[src/rtl/downsizing.sv]
// downsizing: AXI-Stream 2W -> W width converter.
// Each wide word becomes two narrow beats, upper half first. A half word (in_thalf=1)
// produces only its upper beat. tlast is carried onto the final beat of each word.
`timescale 1ns/1ps
module downsizing #(
   parameter int unsigned W = 40
) (
   input  logic           aclk,
   input  logic           aresetn,
   input  logic [2*W-1:0] in_tdata,
   input  logic           in_thalf,
   input  logic           in_tlast,
   input  logic           in_tvalid,
   output logic           in_tready,
   output logic [W-1:0]   out_tdata,
   output logic           out_tlast,
   output logic           out_tvalid,
   input  logic           out_tready
);

   typedef enum logic [1:0] {StEmpty, StHigh, StLow} state_e;

   state_e         state_q;
   logic [W-1:0]   out_tdata_q;
   logic           out_tlast_q;
   logic           out_tvalid_q;
   logic [W-1:0]   hold_data_q;
   logic           hold_last_q;
   logic           in_fire;
   logic           out_fire;

   // Accept a word when nothing is presented, or when the last beat leaves this cycle.
   always_comb begin
      in_tready = aresetn & ((state_q == StEmpty) | ((state_q == StLow) & out_tready));
      in_fire   = in_tvalid & in_tready;
      out_fire  = out_tvalid_q & out_tready;
   end

   // FSM with registered outputs. in_fire is only possible in StEmpty or in StLow with the
   // current beat leaving, so a load takes priority over every other transition.
   always_ff @(posedge aclk) begin
      if (!aresetn) begin
         state_q      <= StEmpty;
         out_tdata_q  <= '0;
         out_tlast_q  <= 1'b0;
         out_tvalid_q <= 1'b0;
         hold_data_q  <= '0;
         hold_last_q  <= 1'b0;
      end else if (in_fire) begin
         out_tdata_q  <= in_tdata[2*W-1:W];
         out_tvalid_q <= 1'b1;
         if (in_thalf) begin
            out_tlast_q <= in_tlast;
            state_q     <= StLow;
         end else begin
            hold_data_q <= in_tdata[W-1:0];
            hold_last_q <= in_tlast;
            out_tlast_q <= 1'b0;
            state_q     <= StHigh;
         end
      end else begin
         unique case (state_q)
            StEmpty: ;
            StHigh: begin
               if (out_fire) begin
                  out_tdata_q <= hold_data_q;
                  out_tlast_q <= hold_last_q;
                  state_q     <= StLow;
               end
            end
            StLow: begin
               if (out_fire) begin
                  // out_tdata keeps its stale value; it is don't-care once invalid.
                  out_tvalid_q <= 1'b0;
                  out_tlast_q  <= 1'b0;
                  state_q      <= StEmpty;
               end
            end
            default: state_q <= StEmpty;
         endcase
      end
   end

   assign out_tdata  = out_tdata_q;
   assign out_tlast  = out_tlast_q;
   assign out_tvalid = out_tvalid_q;

endmodule

[config.mk]
export PLATFORM = sky130hd
export DESIGN_NAME = downsizing
export DESIGN_NICKNAME = d
export VERILOG_FILES = /design/src/rtl/downsizing.sv
export SDC_FILE = /design/constraint.sdc
export NUM_CORES = 1
export LEC_CHECK = 0
export BUFFER_PORTS_ARGS = -buffer_cell sky130_fd_sc_hd__buf_2
export CORE_MARGIN = 2
export CORE_UTILIZATION = 53
export DETAILED_ROUTE_END_ITERATION = 10
export GPL_ROUTABILITY_DRIVEN = 0
export GPL_TIMING_DRIVEN = 0
export PLACE_DENSITY = 0.94
export SLEW_MARGIN = 40
export SYNTH_ARGS = -nofsm -noshare
export SYNTH_HDL_FRONTEND = slang
export SYNTH_SLANG_ARGS = --single-unit
[constraint.sdc]
create_clock -name aclk -period 3.9 [get_ports aclk]
set_clock_uncertainty 0.05 [all_clocks]
set_input_delay 0.78 -clock aclk [delete_from_list [all_inputs] [get_ports aclk]]
set_output_delay 0.78 -clock aclk [all_outputs]
set_load 0.02 [all_outputs]
==> impl_results.md, run 1 <==
- CTS Hold Bufs: 0
- Layout fillers: 514
- RSZ-0062 raised after global routing: no
- Post-route ant nets: 0
- CTS tree: yes
- Period utilization: 0.6560
- Synth Area in XOR/XNOR: 0
- Slew margin rel.: 0.6541
- Inserted Diodes: 0
- Largest net degree at the start of global routing: 15
- Grt ovf: 0
- Die width: 84.71 um
- Fin nets: between 500 and 600
- Gr usage total: 0.2321
- Drt pass-1 iters: 5
- Reg2Reg Depth: 5
- Fin cells: 563
- Area occupied by multi-input gates: approximately 1600 um2
- Most frequent cells in the layout: buf_2, dfxtp_1, nor2b_1, nand2_1, mux2i_1
- Compound-Gate Fraction of Synth Area: 0.1943
- Worst endpoint required time: 3070 ps
- CP startpoint kind: input port
- Via Count: around 3000
- Cts repair resizes: 0
- CP delay by family, top: buffers and inverters
- Core region area: 6314 um2
- Placed cells: 547
- Slowest stage delay, CP: roughly 370 ps
- Seq/Total Area, Yosys: 0.4929
- Reg area: approximately 1700 um2
- Min cycle time layout: roughly 2600 ps
- Top_reg_cell synth: dfxtp_1
- Final setup TNS: 0 ps
- Simple-gate area share of the yosys netlist: 0.1526
- I/O Buffers: 127
- Reg2reg start: out_tvalid
- Status: finished clean
- Post-Syn Instances: 343
- Vias/cell: between 5 and 6
- Synth Area in Adders: 0
- Io pins: 129
- Commonest non-fill, non-tap cell in the layout: buf_2
- Worst path buffer plus inverter count: 3
- Static leakage: 1.835 nW
- Height of the die: 84.71 um
- CP max FO: 10
- Wire length per cell: 14.45 um
- Setup violators final: 0
- Post-synth ARST share: 0
- Share of cells above drive strength 1: 0.3251
- Initial antenna violation count: 0
- Worst Hold Class: flip-flop to flip-flop
- Vias in the first global route: 3019
- Initial Utilization: 0.5468
- Pwr dens: 424.6 nW/um2
- Worst hold path cell count: 2
- Die area: between 7000 and 8000 um2
- Multiplexer share of the synthesized area: 0.1189
- Mapped cell area: around 3500 um2
- Most frequent CP cell: buf_2
- Synthesized Nets: around 430
- EDFF count, synth: 0
- Total length of routed wires: 8.138 mm
- First-pass GRT wire length: between 10 and 15 mm
- DRC viols: 0
- Mean Syn Cell Area: 10.06 um2
- Number of buffers created by CTS: 9
- Crit-path slowest cell: clkbuf_1
- Worst R2R Setup Slack: roughly 2100 ps
- Max-slew violation count: 0
- Min-Delay Startpoint: out_tdata[25]
- CP Cell Sequence: buf_2 > clkbuf_1 > nor3b_1 > buf_2
- Synth Warn #: 0
- 1st-iter DRT viols: 82
- CTS sink count: between 80 and 90
- Clk Tree Root Cell: clkbuf_8
- P&R area growth vs syn: 26.75%
- H-tree depth: 3
- Post-DP HPWL: 6.041 mm
- Clock transition at path regs: 80 ps
- Synthesis-stage register bit count: 85
- FP Rows: 29
- Clock Latency Late Sink: 350 ps
- Cell variety after synth: 30
- Reg2reg end: out_tdata[29]
- Maxcap violations: 0
- WP data arrival: around 1700 ps
- Hold endpoint: out_tdata[25]
- Worst slew pin tran: 518.9 ps
- Post-CTS Setup Bufs: 0
- Fmax achieved: 390.9 MHz
- Main combinational cell family by area after synthesis: compound AO/OA/AOI/OAI gates
- CTS max path bufs: 2
- Worst vdd ir: roughly 0.27 mV
- Crit. End Element: output pin
- Worst Setup Path Type: input port to output pin
- Hold Violations, Final: 0
## worst max path at each step
stage          slack [ps]        end  startpoint  depth (start not counted)
2_1_floorplan        1520  in_tready     aresetn                          2
3_3_place_gp         1340  in_tready     aresetn                          4
3_5_place_dp         1330  in_tready     aresetn                          4
4_1_cts              1330  in_tready     aresetn                          4
5_1_grt              1250  in_tready     aresetn                          4
6_report             1340  in_tready     aresetn                          4
## where the power goes
| part | internal, mW | total, mW | switching (mW) | leakage (nW) |
|---|---|---|---|---|
| Sequential | 0.919 | 0.948 | 0.0286 | 0.694 |
| Combinational | 0.139 | 0.304 | 0.165 | 1.05 |
| Clock | 0.295 | 0.606 | 0.311 | 0.0923 |
## area by class of cell
type | instances | area share
Tap cell | 77 | 0.02202
Multi-Input combinational cell | 229 | 0.3675
Buffer | 29 | 0.03260
Clock buffer | 10 | 0.02917
Timing Repair Buffer | 127 | 0.1453
Clock inverter | 6 | 0.01458
Sequential cell | 85 | 0.3889
## metrics by stage
step | utilization | setup WS, ps | hold slack, ps | total power, mW | cell area, um2
after global routing | 0.6930 | 1249 | 421.1 | 1.945 | 4375
after floorplan | - | 1524 | 405.2 | 1.157 | 3452
after global placement | 0.6627 | 1336 | 387.5 | 1.262 | 4184
final | 0.6930 | 1342 | 402.9 | 1.858 | 4375
after CTS | 0.6930 | 1335 | 404.4 | 1.871 | 4375
after detailed placement | 0.6627 | 1332 | 392.9 | 1.273 | 4184
## cells by family after synthesis
kind of cell           Yosys count
buffers and inverters           29
multiplexers                    41
flip-flops                      85
AO/OA/AOI/OAI                   90
AND/OR/NAND/NOR                 98
## cells in the mapped netlist, types with 2 or more instances
cell | n | area share
a21boi_0 | 7 | 0.015
a21boi_1 | 33 | 0.072
a21oi_1 | 3 | 0.0043
a22oi_1 | 40 | 0.087
and4b_1 | 2 | 0.0058
buf_2 | 9 | 0.013
buf_4 | 4 | 0.0087
clkbuf_1 | 15 | 0.016
dfxtp_1 | 85 | 0.49
mux2i_1 | 41 | 0.12
nand2_1 | 42 | 0.046
nand2b_1 | 2 | 0.0036
nor2b_1 | 42 | 0.076
nor3b_1 | 2 | 0.0043
## state kept, by name, indices dropped and copies added, names as in the netlist
register,cells
hold_data_q,40
out_tdata,40
state_q,2
hold_last_q,1
out_tlast,1
out_tvalid,1
## metal layers
metal  global-route usage  vias to the layer above  wire (um)
met4              0.08514                        0         97
met1               0.2733                     1396       3413
met2               0.3994                       98       4021
met3              0.06981                       10        607
li1                     -                     1480          -
met5                    0                        -          0
## tightest hold or removal path, delay by kind of cell, from the launching register on
family             cells  cell delay (ps)
and+or+nand+nor        1               50
AOI/OAI and AO/OA      1               50
DFF                    1              310
No activity file was read; power rests on OpenSTA's default activity.
==> run 2: changes to the inputs <==
--- a/config.mk
+++ b/config.mk
@@ -7,11 +7,11 @@
 export LEC_CHECK = 0
 export BUFFER_PORTS_ARGS = -buffer_cell sky130_fd_sc_hd__buf_2
 export CORE_MARGIN = 2
-export CORE_UTILIZATION = 53
+export CORE_UTILIZATION = 44
 export DETAILED_ROUTE_END_ITERATION = 10
 export GPL_ROUTABILITY_DRIVEN = 0
 export GPL_TIMING_DRIVEN = 0
-export PLACE_DENSITY = 0.94
+export PLACE_DENSITY = 0.85
 export SLEW_MARGIN = 40
 export SYNTH_ARGS = -nofsm -noshare
 export SYNTH_HDL_FRONTEND = slang
==> constraint.sdc (replaced) <==
create_clock -name aclk -period 2.2 [get_ports aclk]
set_clock_uncertainty 0.05 [all_clocks]
set_input_delay 0.44 -clock aclk [delete_from_list [all_inputs] [get_ports aclk]]
set_output_delay 0.44 -clock aclk [all_outputs]
set_load 0.02 [all_outputs]
==> run 2 against run 1 <==
  * Sequential power increased by 77%
  * Final cell count rose by 4.4%
  * Utilization is 12 points lower
  * Global-route usage decreased by 4.1 points
  * Setup slack worse by 1200 ps
  * Total power is 79% higher
==> impl_results.md, run 2 (synthesis results as in run 1) <==
- Fin nets: 567 (unchanged)
- Crit. End Element: output pin
- Initial antenna violation count: 0 (unchanged)
- Grt met3 use: 0.06347 (-0.006347)
- Core region area: 7647 um2 (+21%)
- Static leakage: 1.842 nW (+0.40%)
- Clock Latency Late Sink: 350 ps (about the same)
- Drt pass-1 iters: 6 (+1)
- Busiest grt layer: met2
- First-pass GRT wire length: 13.01 mm (-2.6%)
- Min cycle time layout: 2009 ps
- CP Cell Sequence: buf_2 > clkbuf_1 > nor3b_1 > buf_2
- 1st-iter DRT viols: 106 (+29%)
- H-tree depth: 3 (unchanged)
- Final setup TNS: 0 ps (unchanged)
- Post-route ant nets: 0 (unchanged)
- Largest net degree at the start of global routing: 15 (unchanged)
- Clock transition at path regs: 90 ps (about the same)
- P&R area growth vs syn: 27.95%
- RSZ-0062 raised after global routing: no
- Worst path buffer plus inverter count: 3 (unchanged)
- Most frequent CP cell: buf_2
- Met2 usage: 0.3297 (-0.06974)
- Cts repair resizes: 0 (unchanged)
- Post-DP HPWL: 6.069 mm (+0.46%)
- Max-slew violation count: 0 (unchanged)
- Commonest non-fill, non-tap cell in the layout: buf_2
- Die width: 92.58 um (+9.3%)
- M1 GR Usage: 0.2330 (-0.04028)
- Die area: 8570 um2 (+19%)
- Status: finished clean
- Worst slew pin tran: 554.8 ps (+35.95 ps)
- Worst vdd ir: 0.3819 mV (+39%)
- CP startpoint kind: input port
- Clk Tree Root Cell: clkbuf_8
- CP max FO: 10 (unchanged)
- Via Count: 2929 (-1.8%)
- Worst Hold Class: input port to flip-flop
- CTS max path bufs: 2 (unchanged)
- CTS sink count: 85 (unchanged)
- FP Rows: 32 (+10%)
- Vias in the first global route: 2837 (-6.0%)
- Share of cells above drive strength 1: 0.3251 (unchanged)
- Setup violators final: 0 (unchanged)
- Pwr dens: 753.9 nW/um2 (+78%)
- DRC viols: 0 (unchanged)
- Wire length per cell: 13.99 um (-3.2%)
- I/O Buffers: 127 (unchanged)
- Worst endpoint required time: 1710 ps (-1360 ps)
- Gr usage total: 0.1915 (-0.04056)
- WP data arrival: 1520 ps (-210 ps)
- Pre-CTS setup slack: 189.1 ps (-1143 ps)
- PnR worst setup slack: 190.6 ps (-1151 ps)
- Grt ovf: 0 (unchanged)
- Io pins: 129 (unchanged)
- Fmax achieved: 497.7 MHz
- Hold Violations, Final: 0 (unchanged)
- Number of buffers created by CTS: 9 (unchanged)
- Total length of routed wires: 8.226 mm (+1.1%)
- Most frequent cells in the layout: buf_2, dfxtp_1, nor2b_1, nand2_1, mux2i_1
- Worst Setup Path Type: input port to output pin
- CP delay by family, top: buffers and inverters
- CTS tree: yes
- Inserted Diodes: 0 (unchanged)
- Height of the die: 92.58 um (+9.3%)
- Crit-path slowest cell: clkbuf_1
- Vias/cell: 4.981 (-6.0%)
- Maxcap violations: 0 (unchanged)
- Period utilization: 0.9134
- Slew margin rel.: 0.6301 (-0.02397)
- Slowest stage delay, CP: 460 ps (+90 ps)
- Post-CTS Setup Bufs: 0 (unchanged)
- CTS Hold Bufs: 0 (unchanged)
- Initial Utilization: 0.4514 (-0.09536)
## run 2: changes by cell type in the layout (fill, tap and decap cells not counted), sizes merged
cell	previous run	this run
clkbuf	25	26
clkinvlp	2	1
## run 2: routing by layer
| metal | vias to the layer above | part of all wire | wire length, um |
|---|---|---|---|
| met2 | 78 | 0.48 | 3928 |
| li1 | 1471 | - | - |
| met3 | 6 | 0.066 | 545 |
| met5 | - | 0 | 0 |
| met4 | 0 | 0.0084 | 69 |
| met1 | 1374 | 0.45 | 3683 |
## run 2: worst paths after layout
path | from | to | slack (ps) | cells after the start
worst max-delay path | aresetn | in_tready | 190 | 4
worst min-delay path | in_tdata[17] | hold_data_q[17] | 300 | 3
worst max register to register | out_tvalid | out_tdata[6] | 350 | 5
worst min register to register | out_tdata[24] | out_tdata[24] | 400 | 2
## run 2: stage by stage
stage	utilization	hold slack (ps)	power [mW]	area [um2]	cells
after CTS	0.5776	287.7	3.359	4417	588
after detailed placement	0.5512	393.3	2.260	4215	572
final	0.5776	299.0	3.330	4417	588
after floorplan	-	405.2	2.052	3452	343
after global placement	0.5512	386.4	2.241	4215	572
after global routing	0.5776	291.3	3.487	4417	588
## run 2: final cells by class
cell class                 count  area, um2
buffer                        29      142.6
tap                          102      127.6
clock inverter                 5      60.06
clock buffer                  11      141.4
fill                         690       3231
multi-input combinational    229       1608
sequential                    85       1702
timing repair buffer         127      635.6
## run 2: tightest hold or removal path: stages
cell and delay (ps):
buf_2 70, mux2i_1 50, nor2b_1 90
## run 2: report_power, final
| group | switching, mW | leakage [nW] | internal [mW] |
|---|---|---|---|
| clock | 0.552 | 0.0995 | 0.558 |
| combinational | 0.293 | 1.05 | 0.246 |
| sequential | 0.0499 | 0.694 | 1.63 |
